## src/rtl/mesh_seq_if.sv

```systemverilog
//------------------------------------------------------------------------------
// mesh_seq_if : host-side streams, mesh control bus and result handshake
//               for mesh_seq_ctrl.
// Rev 1.0
//------------------------------------------------------------------------------
`default_nettype none

interface mesh_seq_if #(
  parameter int DW    = 8,
  parameter int ROWS  = 4,
  parameter int COLS  = 4,
  parameter int ROW_W = 2,
  parameter int COL_W = 2,
  parameter int ACC_W = 16
);
  logic                   start;
  logic                   load_w;
  logic                   w_valid;
  logic [DW-1:0]          w_data;
  logic                   w_ready;
  logic                   x_valid;
  logic [COLS*DW-1:0]     x_data;
  logic                   x_ready;
  logic                   cfg_valid;
  logic [ROW_W+COL_W-1:0] cfg_addr;
  logic [DW-1:0]          cfg_data;
  logic [1:0]             global_state;
  logic [COLS*DW-1:0]     x_vector_flat;
  logic [ROWS*ACC_W-1:0]  result_flat;
  logic                   res_valid;
  logic [ROWS*ACC_W-1:0]  res_data;
  logic                   res_ready;
  logic                   busy;

  modport master (
    output start, load_w, w_valid, w_data, x_valid, x_data, result_flat, res_ready,
    input  w_ready, x_ready, cfg_valid, cfg_addr, cfg_data, global_state,
           x_vector_flat, res_valid, res_data, busy
  );

  modport slave (
    input  start, load_w, w_valid, w_data, x_valid, x_data, result_flat, res_ready,
    output w_ready, x_ready, cfg_valid, cfg_addr, cfg_data, global_state,
           x_vector_flat, res_valid, res_data, busy
  );
endinterface

`default_nettype wire

```

## src/rtl/mesh_seq_ctrl.sv

```systemverilog
//------------------------------------------------------------------------------
// mesh_seq_ctrl : sequences weight load, x capture, mesh phases and result
//                 return for one mesh_2d_array pass per start.
// Rev 1.0
//------------------------------------------------------------------------------
`default_nettype none

module mesh_seq_ctrl #(
  parameter int DW      = 8,
  parameter int ROWS    = 4,
  parameter int COLS    = 4,
  parameter int ROW_W   = 2,
  parameter int COL_W   = 2,
  parameter int ACC_W   = 16,
  parameter int X_CYC   = 4,
  parameter int ACC_CYC = 4
) (
  input  wire logic   clk,
  input  wire logic   rst_n,
  mesh_seq_if.slave   bus
);

  localparam int PH_MAX = (X_CYC > ACC_CYC) ? X_CYC : ACC_CYC;
  localparam int PH_W   = $clog2(PH_MAX) + 1;

  localparam logic [PH_W-1:0]  c_X_LAST   = PH_W'(X_CYC - 1);
  localparam logic [PH_W-1:0]  c_ACC_LAST = PH_W'(ACC_CYC - 1);
  localparam logic [ROW_W-1:0] c_ROW_LAST = ROW_W'(ROWS - 1);
  localparam logic [COL_W-1:0] c_COL_LAST = COL_W'(COLS - 1);

  localparam logic [2:0] c_S_IDLE   = 3'd0;
  localparam logic [2:0] c_S_CFG    = 3'd1;
  localparam logic [2:0] c_S_WAIT_X = 3'd2;
  localparam logic [2:0] c_S_XPROP  = 3'd3;
  localparam logic [2:0] c_S_ACC    = 3'd4;
  localparam logic [2:0] c_S_CAP    = 3'd5;
  localparam logic [2:0] c_S_OUT    = 3'd6;

  logic [2:0]            r_state;
  logic [ROW_W-1:0]      r_row;
  logic [COL_W-1:0]      r_col;
  logic [PH_W-1:0]       r_phase;
  logic [COLS*DW-1:0]    r_xvec;
  logic [ROWS*ACC_W-1:0] r_res;
  logic                  r_res_valid;

  logic w_in_cfg;
  logic w_beat;
  logic w_col_last;
  logic w_row_last;

  assign w_in_cfg   = (r_state == c_S_CFG);
  assign w_beat     = w_in_cfg & bus.w_valid;
  assign w_col_last = (r_col == c_COL_LAST);
  assign w_row_last = (r_row == c_ROW_LAST);

  always_ff @(posedge clk or negedge rst_n) begin
    if (!rst_n) begin
      r_state     <= c_S_IDLE;
      r_row       <= '0;
      r_col       <= '0;
      r_phase     <= '0;
      r_xvec      <= '0;
      r_res       <= '0;
      r_res_valid <= 1'b0;
    end else begin
      case (r_state)
        c_S_IDLE: begin
          if (bus.start)
            r_state <= bus.load_w ? c_S_CFG : c_S_WAIT_X;
        end
        c_S_CFG: begin
          if (w_beat) begin
            if (w_row_last && w_col_last) begin
              r_row   <= '0;
              r_col   <= '0;
              r_state <= c_S_WAIT_X;
            end else if (w_col_last) begin
              r_col <= '0;
              r_row <= r_row + ROW_W'(1);
            end else begin
              r_col <= r_col + COL_W'(1);
            end
          end
        end
        c_S_WAIT_X: begin
          if (bus.x_valid) begin
            r_xvec  <= bus.x_data;
            r_phase <= '0;
            r_state <= c_S_XPROP;
          end
        end
        c_S_XPROP: begin
          if (r_phase == c_X_LAST) begin
            r_phase <= '0;
            r_state <= c_S_ACC;
          end else begin
            r_phase <= r_phase + PH_W'(1);
          end
        end
        c_S_ACC: begin
          if (r_phase == c_ACC_LAST) begin
            r_phase <= '0;
            r_state <= c_S_CAP;
          end else begin
            r_phase <= r_phase + PH_W'(1);
          end
        end
        c_S_CAP: begin
          r_state <= c_S_OUT;
        end
        c_S_OUT: begin
          // First OUT cycle grabs the mesh result registered during CAP.
          if (!r_res_valid) begin
            r_res       <= bus.result_flat;
            r_res_valid <= 1'b1;
          end else if (bus.res_ready) begin
            r_res_valid <= 1'b0;
            r_state     <= c_S_IDLE;
          end
        end
        default: begin
          r_state <= c_S_IDLE;
        end
      endcase
    end
  end

  always_comb begin
    case (r_state)
      c_S_XPROP: bus.global_state = 2'd1;
      c_S_ACC:   bus.global_state = 2'd2;
      c_S_CAP:   bus.global_state = 2'd3;
      default:   bus.global_state = 2'd0;
    endcase
  end

  assign bus.w_ready       = w_in_cfg;
  assign bus.x_ready       = (r_state == c_S_WAIT_X);
  assign bus.cfg_valid     = w_beat;
  assign bus.cfg_addr      = {r_row, r_col};
  assign bus.cfg_data      = w_in_cfg ? bus.w_data : '0;
  assign bus.x_vector_flat = r_xvec;
  assign bus.res_valid     = r_res_valid;
  assign bus.res_data      = r_res;
  assign bus.busy          = (r_state != c_S_IDLE);

endmodule

`default_nettype wire
```

## src/flat_wrapper.sv

```systemverilog
// flat-port wrapper written by rule: the top's interface ports become plain ports
module mesh_seq_ctrl_flat 
#(
  parameter int DW      = 8,
  parameter int ROWS    = 4,
  parameter int COLS    = 4,
  parameter int ROW_W   = 2,
  parameter int COL_W   = 2,
  parameter int ACC_W   = 16,
  parameter int X_CYC   = 4,
  parameter int ACC_CYC = 4
)
  (clk, rst_n, bus_start, bus_load_w, bus_w_valid, bus_w_data, bus_x_valid, bus_x_data, bus_result_flat, bus_res_ready, bus_w_ready, bus_x_ready, bus_cfg_valid, bus_cfg_addr, bus_cfg_data, bus_global_state, bus_x_vector_flat, bus_res_valid, bus_res_data, bus_busy);
  mesh_seq_if #(.DW(DW), .ROWS(ROWS), .COLS(COLS), .ROW_W(ROW_W), .COL_W(COL_W), .ACC_W(ACC_W)) bus_i ();
  input  wire logic clk;
  input  wire logic rst_n;
  input wire logic [$bits(bus_i.start)-1:0] bus_start;
  input wire logic [$bits(bus_i.load_w)-1:0] bus_load_w;
  input wire logic [$bits(bus_i.w_valid)-1:0] bus_w_valid;
  input wire logic [$bits(bus_i.w_data)-1:0] bus_w_data;
  input wire logic [$bits(bus_i.x_valid)-1:0] bus_x_valid;
  input wire logic [$bits(bus_i.x_data)-1:0] bus_x_data;
  input wire logic [$bits(bus_i.result_flat)-1:0] bus_result_flat;
  input wire logic [$bits(bus_i.res_ready)-1:0] bus_res_ready;
  output wire logic [$bits(bus_i.w_ready)-1:0] bus_w_ready;
  output wire logic [$bits(bus_i.x_ready)-1:0] bus_x_ready;
  output wire logic [$bits(bus_i.cfg_valid)-1:0] bus_cfg_valid;
  output wire logic [$bits(bus_i.cfg_addr)-1:0] bus_cfg_addr;
  output wire logic [$bits(bus_i.cfg_data)-1:0] bus_cfg_data;
  output wire logic [$bits(bus_i.global_state)-1:0] bus_global_state;
  output wire logic [$bits(bus_i.x_vector_flat)-1:0] bus_x_vector_flat;
  output wire logic [$bits(bus_i.res_valid)-1:0] bus_res_valid;
  output wire logic [$bits(bus_i.res_data)-1:0] bus_res_data;
  output wire logic [$bits(bus_i.busy)-1:0] bus_busy;
  assign bus_i.start = bus_start;
  assign bus_i.load_w = bus_load_w;
  assign bus_i.w_valid = bus_w_valid;
  assign bus_i.w_data = bus_w_data;
  assign bus_i.x_valid = bus_x_valid;
  assign bus_i.x_data = bus_x_data;
  assign bus_i.result_flat = bus_result_flat;
  assign bus_i.res_ready = bus_res_ready;
  assign bus_w_ready = bus_i.w_ready;
  assign bus_x_ready = bus_i.x_ready;
  assign bus_cfg_valid = bus_i.cfg_valid;
  assign bus_cfg_addr = bus_i.cfg_addr;
  assign bus_cfg_data = bus_i.cfg_data;
  assign bus_global_state = bus_i.global_state;
  assign bus_x_vector_flat = bus_i.x_vector_flat;
  assign bus_res_valid = bus_i.res_valid;
  assign bus_res_data = bus_i.res_data;
  assign bus_busy = bus_i.busy;
  mesh_seq_ctrl #(.DW(DW), .ROWS(ROWS), .COLS(COLS), .ROW_W(ROW_W), .COL_W(COL_W), .ACC_W(ACC_W), .X_CYC(X_CYC), .ACC_CYC(ACC_CYC)) u_core (.clk(clk), .rst_n(rst_n), .bus(bus_i));
endmodule
```

## config.mk

```make
export PLATFORM = sky130hd
export DESIGN_NAME = mesh_seq_ctrl_flat
export DESIGN_NICKNAME = d
export VERILOG_FILES = /design/src/rtl/mesh_seq_if.sv /design/src/rtl/mesh_seq_ctrl.sv /design/src/flat_wrapper.sv
export SDC_FILE = /design/constraint.sdc
export NUM_CORES = 1
export LEC_CHECK = 0
export CORE_ASPECT_RATIO = 1.2
export CORE_MARGIN = 2
export CORE_UTILIZATION = 35
export DETAILED_ROUTE_END_ITERATION = 8
export DONT_BUFFER_PORTS = 1
export PLACE_DENSITY = 0.61
export SYNTH_ARGS = -nofsm -noshare
export SYNTH_HDL_FRONTEND = slang
export SYNTH_SLANG_ARGS = --single-unit
```

## constraint.sdc

```tcl
create_clock -name clk -period 1.5 [get_ports clk]
set_input_delay 0.225 -clock clk [delete_from_list [all_inputs] [get_ports clk]]
set_output_delay 0.225 -clock clk [all_outputs]
set_load 0.03 [all_outputs]
```

==> results.md <==
- Area Overhead vs Synth: 36.9%
- DIE HEIGHT: 128 microns
- Placed Cells: 480
- Via count: 2732
- Setup Skew: 0.00835 ns
- Largest net degree at the start of global routing: 108
- Power Dens Cells: 2460 nW/um^2
- Final setup margin: -0.173 ns
- Vias per cell: 4.98
- Vias in the first global route: 2837
- Final wirelength: 10800 microns
- Mapped Cells: 294
- Post-synthesis async set-or-reset flop share: 100%
- Top_reg_cell synth: dfrtp_1
- Slew Limit Headroom: 75.8%
- CTS Root Cell: clkbuf_16
- Crit path top cell by count: buf_6
- P_leak: 2.87 nW
- GPL Wtd Cong: 0.783
- CTS tree: built
- Pins Over Slew Limit: 0
- Worst vdd ir: 1150 uV
- Yosys warns: 0
- DRT iter0 DRCs: 95
- Synth top area cells: dfrtp_1 (59%), mux2_1 (15%), mux2_4 (10%)
- Post-route ant nets: 0
- Synth top cells by count: dfrtp_1 (107), mux2_1 (60), mux2_4 (30)
- Worst EP arrival: 1.45 ns
- Failing checks: negative hold slack, negative setup slack
- Top Family by Delay on Critical Path: flip-flops
- CP Launch Type: flip-flop
- Max-cap viol count: 0
- Share of cells above drive strength 1: 50.6%
- Clock transition at path regs: 0.08 ns
- DRC viols: 0
- Flop and latch count out of synthesis: 107
- PortBufs: 0
- Worst EP required: 1.27 ns
- Final non-filler cell total: 549
- Slowest cell on the critical path: dfrtp_1
- Final Instance Area: 6170 sq um
- Total grt overflow: 0
- Synthesized area: 4510 sq um
- Die width: 108 microns
- CP max stage delay: 0.40 ns
- Critical path class: flip-flop to primary output
- IO Pins: 226
- Most frequent cell after synthesis: dfrtp_1
- Total core area: 12600 sq um
- Share of Yosys cell area claimed by the top area cell type: 59.4%
- Synthesized Nets: 408
- Distinct cell type count after synthesis: 36
- 1st-pass router iterations: 4
- Bufs and invs on worst path: 3
- Total GRT Usage: 13.8%
- Hold slack final: -0.428 ns
- F_max: 598 MHz
- Register area share after synthesis: 59.4%
- Layout Nets: 494
- HPWL Detailed: 6650 microns
- Clock buffer depth: 2
- Minimum clock period: 1.67 ns
- Hold/Removal Path Class: input port to async pin
- Antenna cells: 0
- Final setup TNS: -9.16 ns
- First-pass GRT wire length: 14800 microns
- Initial antenna violation count: 0
- Status: finished, violations left
- DR WL/cell: 19.7 microns
- Die area: 13800 sq um
- TritonCTS Buffers: 9
- Final hold vios: 107
- Number of H-tree levels: 3
- Placed instance area: 4900 sq um
- Row count: 45
- Post-synth EDFFs: 0
- Worst slew pin tran: 0.364 ns
- Clock Latency Late Sink: 0.34 ns
- Tcrit/Tclk final: 112%
- CTS sink count: 107
- Initial core utilization: 35.8%
- RSZ-0062 raised after global routing: yes
- Syn_area_per_cell: 15.3 sq um
- Peak fanout along the critical path: 5
- Final setup viols: 105
- Crit path cell chain: buf_6, nor2_4, buf_6, and3_4, buf_6
- Setup crit end kind: primary output
- Area leader, netlist: dfrtp_1
sequential cells by signal, indices dropped and copies added, names as in the netlist:
| name | count |
|---|---|
| u_core.r_col | 2 |
| u_core.r_phase | 3 |
| u_core.r_state | 3 |
| u_core.bus.res_valid | 1 |
| u_core.r_row | 2 |
| u_core.bus.x_vector_flat | 32 |
| u_core.bus.res_data | 64 |
timing repair:
item                                   in CTS  in global routing
gates cloned                                5                  7
hold buffers                                3                 14
endpoints found under the hold margin     110                121
gates resized for setup                    42                 73
setup buffers                              17                 11
pin swaps                                  10                  9
setup endpoints to repair                  79                109
metrics by stage:
step           hold WS, ns  utilization (%)  power (mW)  setup WS (ns)
2_1_floorplan      -0.0706                -        10.2         0.0214
3_3_place_gp       -0.0678             38.8        11.2       -0.00920
3_5_place_dp       -0.0676             38.8        11.4        -0.0349
4_1_cts             -0.446             44.4        14.5         -0.172
5_1_grt             -0.461             48.9        15.9         -0.217
6_report            -0.428             48.9        15.2         -0.173
layout make-up:
cell class | count | area, sq um
tap | 164 | 205
fill | 1060 | 6440
inverter | 4 | 17.5
multi-input combinational | 167 | 1920
timing repair buffer | 91 | 1060
clock inverter | 6 | 58.8
sequential | 107 | 2680
clock buffer | 10 | 229
cells by family after synthesis:
kind of cell	Yosys count	share of synthesized area [%]
AO/OA/AOI/OAI	20	2.64
adder cells (fa/ha/maj)	3	0.832
buffers and inverters	20	3.86
flip-flops	107	59.4
multiplexers	100	27.5
AND/OR/NAND/NOR	44	5.85
layout by cell type (no fill, tap or decap), types with 3 or more instances in the layout:
master,n
nor2_1,3
inv_6,3
nand2_1,9
and3_4,7
dlygate4sd3_1,17
mux2_4,76
mux2_2,8
buf_12,5
nand3_1,5
dfrtp_1,107
buf_4,31
clkbuf_16,13
a21oi_1,6
o21ai_0,5
buf_6,25
mux2_1,16
buf_8,6
routing by layer:
metal	vias to the layer above	GRT usage [%]	share of wire, %
met3	9	5.27	8.7
li1	1207	-	-
met5	-	0	0
met4	0	4.90	1.2
met1	1376	14.9	36
met2	140	24.8	54
final timing paths:
| path | from | to | slack (ns) | cells after the start |
|---|---|---|---|---|
| worst max-delay path | u_core.r_state[2] | bus_cfg_data[4] | -0.17 | 5 |
| worst min-delay path | rst_n | u_core.bus.x_vector_flat[30] | -0.43 | 0 |
| worst min register to register | u_core.r_phase[2] | u_core.r_phase[2] | 0.55 | 1 |
| max in group asynchronous | rst_n | u_core.bus.res_data[18] | 1.78 | 0 |
| min in group clk | bus_result_flat[51] | u_core.bus.res_data[51] | 0.02 | 1 |
| worst max register to register | u_core.r_state[2] | u_core.bus.res_data[31] | -0.16 | 7 |
where the power goes:
part / internal, mW / switching, mW
Sequential: 4.17 / 3.39
Clock: 1.16 / 1.10
Combinational: 3.29 / 2.08
Total: 8.62 / 6.57
Note: power is estimated with default switching activity, not from simulation.
==> edit 1, RTL diff (config.mk and constraints unchanged) <==
`DW` is set to 8 in 3 places; all go to 12.
--- a/src/rtl/mesh_seq_if.sv
+++ b/src/rtl/mesh_seq_if.sv
@@ -8,3 +8,3 @@
 interface mesh_seq_if #(
-  parameter int DW    = 8,
+  parameter int DW    = 12,
   parameter int ROWS  = 4,
--- a/src/rtl/mesh_seq_ctrl.sv
+++ b/src/rtl/mesh_seq_ctrl.sv
@@ -8,3 +8,3 @@
 module mesh_seq_ctrl #(
-  parameter int DW      = 8,
+  parameter int DW      = 12,
   parameter int ROWS    = 4,
--- a/src/flat_wrapper.sv
+++ b/src/flat_wrapper.sv
@@ -3,3 +3,3 @@
 #(
-  parameter int DW      = 8,
+  parameter int DW      = 12,
   parameter int ROWS    = 4,
Interface: changed (resized bus_cfg_data, bus_w_data, bus_x_data and bus_x_vector_flat); port bits go from 226 to 266. The function was not compared with the original's and may differ.
==> edit 1 against the original RTL <==
The flow still finishes with violations (negative hold slack, negative setup slack); wire length is 44% higher; setup slack worse by 100 ps; sequential cell count is 16 higher; total power is 28% higher; design area is 31% higher; clock power is 87% higher; area after synthesis is 9.5% higher; critical path type is now flop to flop; largest cell class unchanged.
==> edit 1: results (changes against the original RTL) <==
* Run status: finished with violations (unchanged)
* Failing checks: negative hold slack, negative setup slack (unchanged)
* Clock network share of area at 7.686% (was 4.662%)
* Net count of the mapped netlist at 552 (was 408)
* Placed instance area at 5305 sq um (was 4897 sq um)
* Overall die area at 15,080 sq um (was 13,810 sq um)
* Inst Count DP at 598 (was 480)
* Met3 capacity usage during global routing at 6.688% (was 5.268%)
* Drt first-iter violations at 177 (was 95)
* Fraction of final layout cells sized beyond drive strength 1 at 43.00% (was 50.65%)
* Number of distinct library cells after synthesis at 33 (was 36)
* Met1 track utilization from global routing at 18.04% (was 14.85%)
* Least setup slack across all paths after layout at -273.0 ps (was -173.3 ps)
* Syn Inst Count at 418 (was 294)
* Number of global-route vias before repair at 4,095 (was 2,837)
* End point of the critical path: u_core.r_phase[2] (was bus_cfg_data[4])
* Number of multi-input logic gates at 272 (was 167)
* Met3 routed wirelength at 1.371 mm (was 945 um)
* Power of the clock network at 4.25 mW (was 2.27 mW)
* Worst-path fanout max at 7 (was 5)
* Multiplexer area fraction after synthesis at 15.27% (was 27.46%)
* Clock-pin slew of the registers on the worst-case setup and hold paths at 60 ps (was 80 ps)
* Hold violation total from the final report at 123 (was 107)
* Routed metal-1 wire length at 5.388 mm (was 3.852 mm)
* Relative max-transition margin at 72.95% (was 75.77%)
* First-pass GRT wire length at 20.98 mm (was 14.77 mm)
* Grt met2 use at 33.13% (was 24.79%)
* Launching element of the worst setup path: u_core.r_state[0] (was u_core.r_state[2])
* Power per cell area at 2409 nW/um^2 (was 2462 nW/um^2)
* Plain + repair buffers at 178 (was 91)
* Commonest cells in the synthesized netlist: sky130_fd_sc_hd__nand2_1 (150), sky130_fd_sc_hd__dfrtp_1 (123), sky130_fd_sc_hd__mux2_2 (56) (was sky130_fd_sc_hd__dfrtp_1 (107), sky130_fd_sc_hd__mux2_1 (60), sky130_fd_sc_hd__mux2_4 (30))
* Clock latency at the later pin of the worst-skew pair at 400 ps (was 340 ps)
* Metal2 WL at 8.426 mm (was 5.896 mm)
* Complex-gate fraction of the synthesized area at 2.305% (was 2.635%)
* Largest net degree at the start of global routing at 124 (was 108)
* Area of the multi-input gates at 2165 sq um (was 1923 sq um)
* Worst hold slack at -485.5 ps (was -427.7 ps)
* Final setup vio count at 134 (was 105)
* Synth-to-layout area growth at 63.78% (was 36.87%)
* Maximum vdd drop at 1.301 mV (was 1.146 mV)
* Proportion of synthesized chip area in sequential cells at 62.31% (was 59.36%)
* Non-filler instance count after layout at 778 (was 549)
* Non-clock buffers, area share at 24.68% (was 17.21%)
[edit 1: cell count changes after synthesis, sizes merged, moves of 3 or more]
cell | before | now
and3 | 8 | 1
a21oi | 7 | 2
nand2 | 11 | 150
dfrtp | 107 | 123
mux2 | 100 | 67
o21ai | 6 | 3
a211oi | 0 | 3
and2 | 0 | 12
buf | 13 | 17
[edit 1: repair_timing]
action / CTS / global route
setup buffers: 16 / 7
pin swaps: 20 / 55
cloned: 3 / 12
resized for setup: 61 / 108
setup endpoints to repair: 73 / 137
hold endpoints to repair: 235 / 123
[edit 1: worst max-delay path: stages (launching register included)]
cell and delay (ps):
sky130_fd_sc_hd__dfrtp_1 380, sky130_fd_sc_hd__buf_6 120, sky130_fd_sc_hd__buf_6 110, sky130_fd_sc_hd__buf_6 110
sky130_fd_sc_hd__buf_6 110, sky130_fd_sc_hd__nand2b_4 140, sky130_fd_sc_hd__or2_4 320, sky130_fd_sc_hd__buf_16 190
sky130_fd_sc_hd__and3_4 170
==> edit 2, RTL diff (same settings) <==
Without the edit above. Make the reset (`rst_n`) synchronous in one clocked block.
--- a/src/rtl/mesh_seq_ctrl.sv
+++ b/src/rtl/mesh_seq_ctrl.sv
@@ -56,3 +56,3 @@
 
-  always_ff @(posedge clk or negedge rst_n) begin
+  always_ff @(posedge clk) begin
     if (!rst_n) begin
Behaviour: differs if rst_n is asserted again (counterexample within 4 cycles, from zero or initial values and one cycle with rst_n low); with rst_n held inactive, the same outputs for 10 cycles.
==> edit 2 against the original RTL <==
The flow finishes with violations (negative setup slack); worst hold slack gained 430 ps; wire length grew 22%; non-clock buffer count shrank 7; utilization grew 6.2 points; critical path depth grew 1; design area shrank 1.5%; synthesized cell count grew 72%; sequential cell count is the same; setup slack lost 93 ps; via count grew 36%; area after synthesis shrank 12%; critical path type is now flop to flop; largest cell class is now multi-input gates; highest routed layer unchanged.
Power is not compared: it rests on default switching activity, and its combinational part moved more than twofold at a synthesized area within 25%.
==> edit 2: results (changes against the original RTL) <==
* Post-route clock skew at 6.192 ps (was 8.351 ps)
* Syn Inst Count at 506 (was 294)
* Number of setup buffers added after CTS at 7 (was 17)
* Net count of the mapped netlist at 620 (was 408)
* Drt first-iter violations at 127 (was 95)
* Commonest cells in the synthesized netlist: sky130_fd_sc_hd__nand2_1 (201), sky130_fd_sc_hd__dfxtp_1 (107), sky130_fd_sc_hd__a21oi_1 (105) (was sky130_fd_sc_hd__dfrtp_1 (107), sky130_fd_sc_hd__mux2_1 (60), sky130_fd_sc_hd__mux2_4 (30))
* Resized cells post-CTS at 37 (was 42)
* Launching element of the worst setup path: u_core.r_state[0] (was u_core.r_state[2])
* Power of the clock network at 2.38 mW
* Area contributors post-synth: sky130_fd_sc_hd__dfxtp_1 (54%), sky130_fd_sc_hd__nand2_1 (19%), sky130_fd_sc_hd__a21oi_1 (13%), sky130_fd_sc_hd__buf_2 (2.3%), sky130_fd_sc_hd__clkbuf_1 (1.6%) (was sky130_fd_sc_hd__dfrtp_1 (59%), sky130_fd_sc_hd__mux2_1 (15%), sky130_fd_sc_hd__mux2_4 (10%), sky130_fd_sc_hd__mux2_2 (2.5%), sky130_fd_sc_hd__buf_6 (2.0%))
* Largest net degree at the start of global routing at 65 (was 108)
* Worst hold slack at 7.080 ps (was -427.7 ps)
* Number of distinct library cells after synthesis at 32 (was 36)
* Worst slack after detailed placement at -42.33 ps (was -34.92 ps)
* Inst Count DP at 634 (was 480)
* Post-synthesis async set-or-reset flop share at 0% (was 100.0%)
* Tot GR Track Use at 15.53% (was 13.85%)
* Vias per inst at 5.294 (was 4.976)
* Total wirelength of the detailed-routed design at 13.16 mm (was 10.83 mm)
* Total power after layout at 6.252 mW
* Global placer's final weighted congestion at 0.7800 (was 0.7831)
* Placed instance area at 4367 sq um (was 4897 sq um)
* Min-Delay Path Class: input pin to flop (was input pin to asynchronous set/reset pin)
* Proportion of synthesized chip area in sequential cells at 53.99% (was 59.36%)
* Failing checks: negative setup slack (was negative hold slack, negative setup slack)
* Top delay family on crit path: simple AND/OR/NAND/NOR gates (was flip-flops)
* Post-layout nets at 680 (was 494)
* Setup TNS Final at -11,800 ps (was -9164 ps)
* Detail Placement HPWL at 6.974 mm (was 6.652 mm)
* First-pass GRT wire length at 15.18 mm (was 14.77 mm)
* Number of cells on the worst reg-to-reg path at 6 (was 7)
* Actual slew at the worst max-slew pin at 462.8 ps (was 363.5 ps)
* Wire length per cell at 18.72 um (was 19.72 um)
* Least setup slack across all paths after layout at -266.0 ps (was -173.3 ps)
* Worst-path fanout max at 4 (was 5)
* Final setup vio count at 112 (was 105)
* Run status: finished with violations (unchanged)
* Critical path's largest stage delay at 490 ps (was 400 ps)
* Critical path data arrival time at 2020 ps (was 1450 ps)
* Number of hold buffers added after CTS at 9 (was 3)
edit 2: cell families (layout without fill, tap and decap cells):
group,count (synthesis),count (layout),share of synthesized area [%]
fa+ha+maj,3,3,0.9462
simple gates,238,238,24.79
mux,2,2,0.5046
compound gates,117,117,15.52
buf+inv,39,104,4.257
flops,107,107,53.99
edit 2: layout make-up:
type                            count  area (sq um)  area share (%)
Multi-Input combinational cell    360          2351           38.66
Sequential cell                   107          2168           35.66
Timing Repair Buffer               84          1077           17.72
Clock buffer                       11         264.0           4.342
Tap cell                          132         165.2           2.716
Clock inverter                      5         40.04          0.6584
Inverter                            4         15.01          0.2469
edit 2: per-layer routing:
metal | part of all wire [%] | up-vias | GRT usage, % | routed length, um
met1 | 36 | 1771 | 16.09 | 4760
met3 | 7.7 | 21 | 6.127 | 1013
met5 | 0 | - | 0 | 0
met4 | 1.5 | 0 | 4.730 | 204
li1 | - | 1770 | - | -
met2 | 55 | 160 | 28.35 | 7185
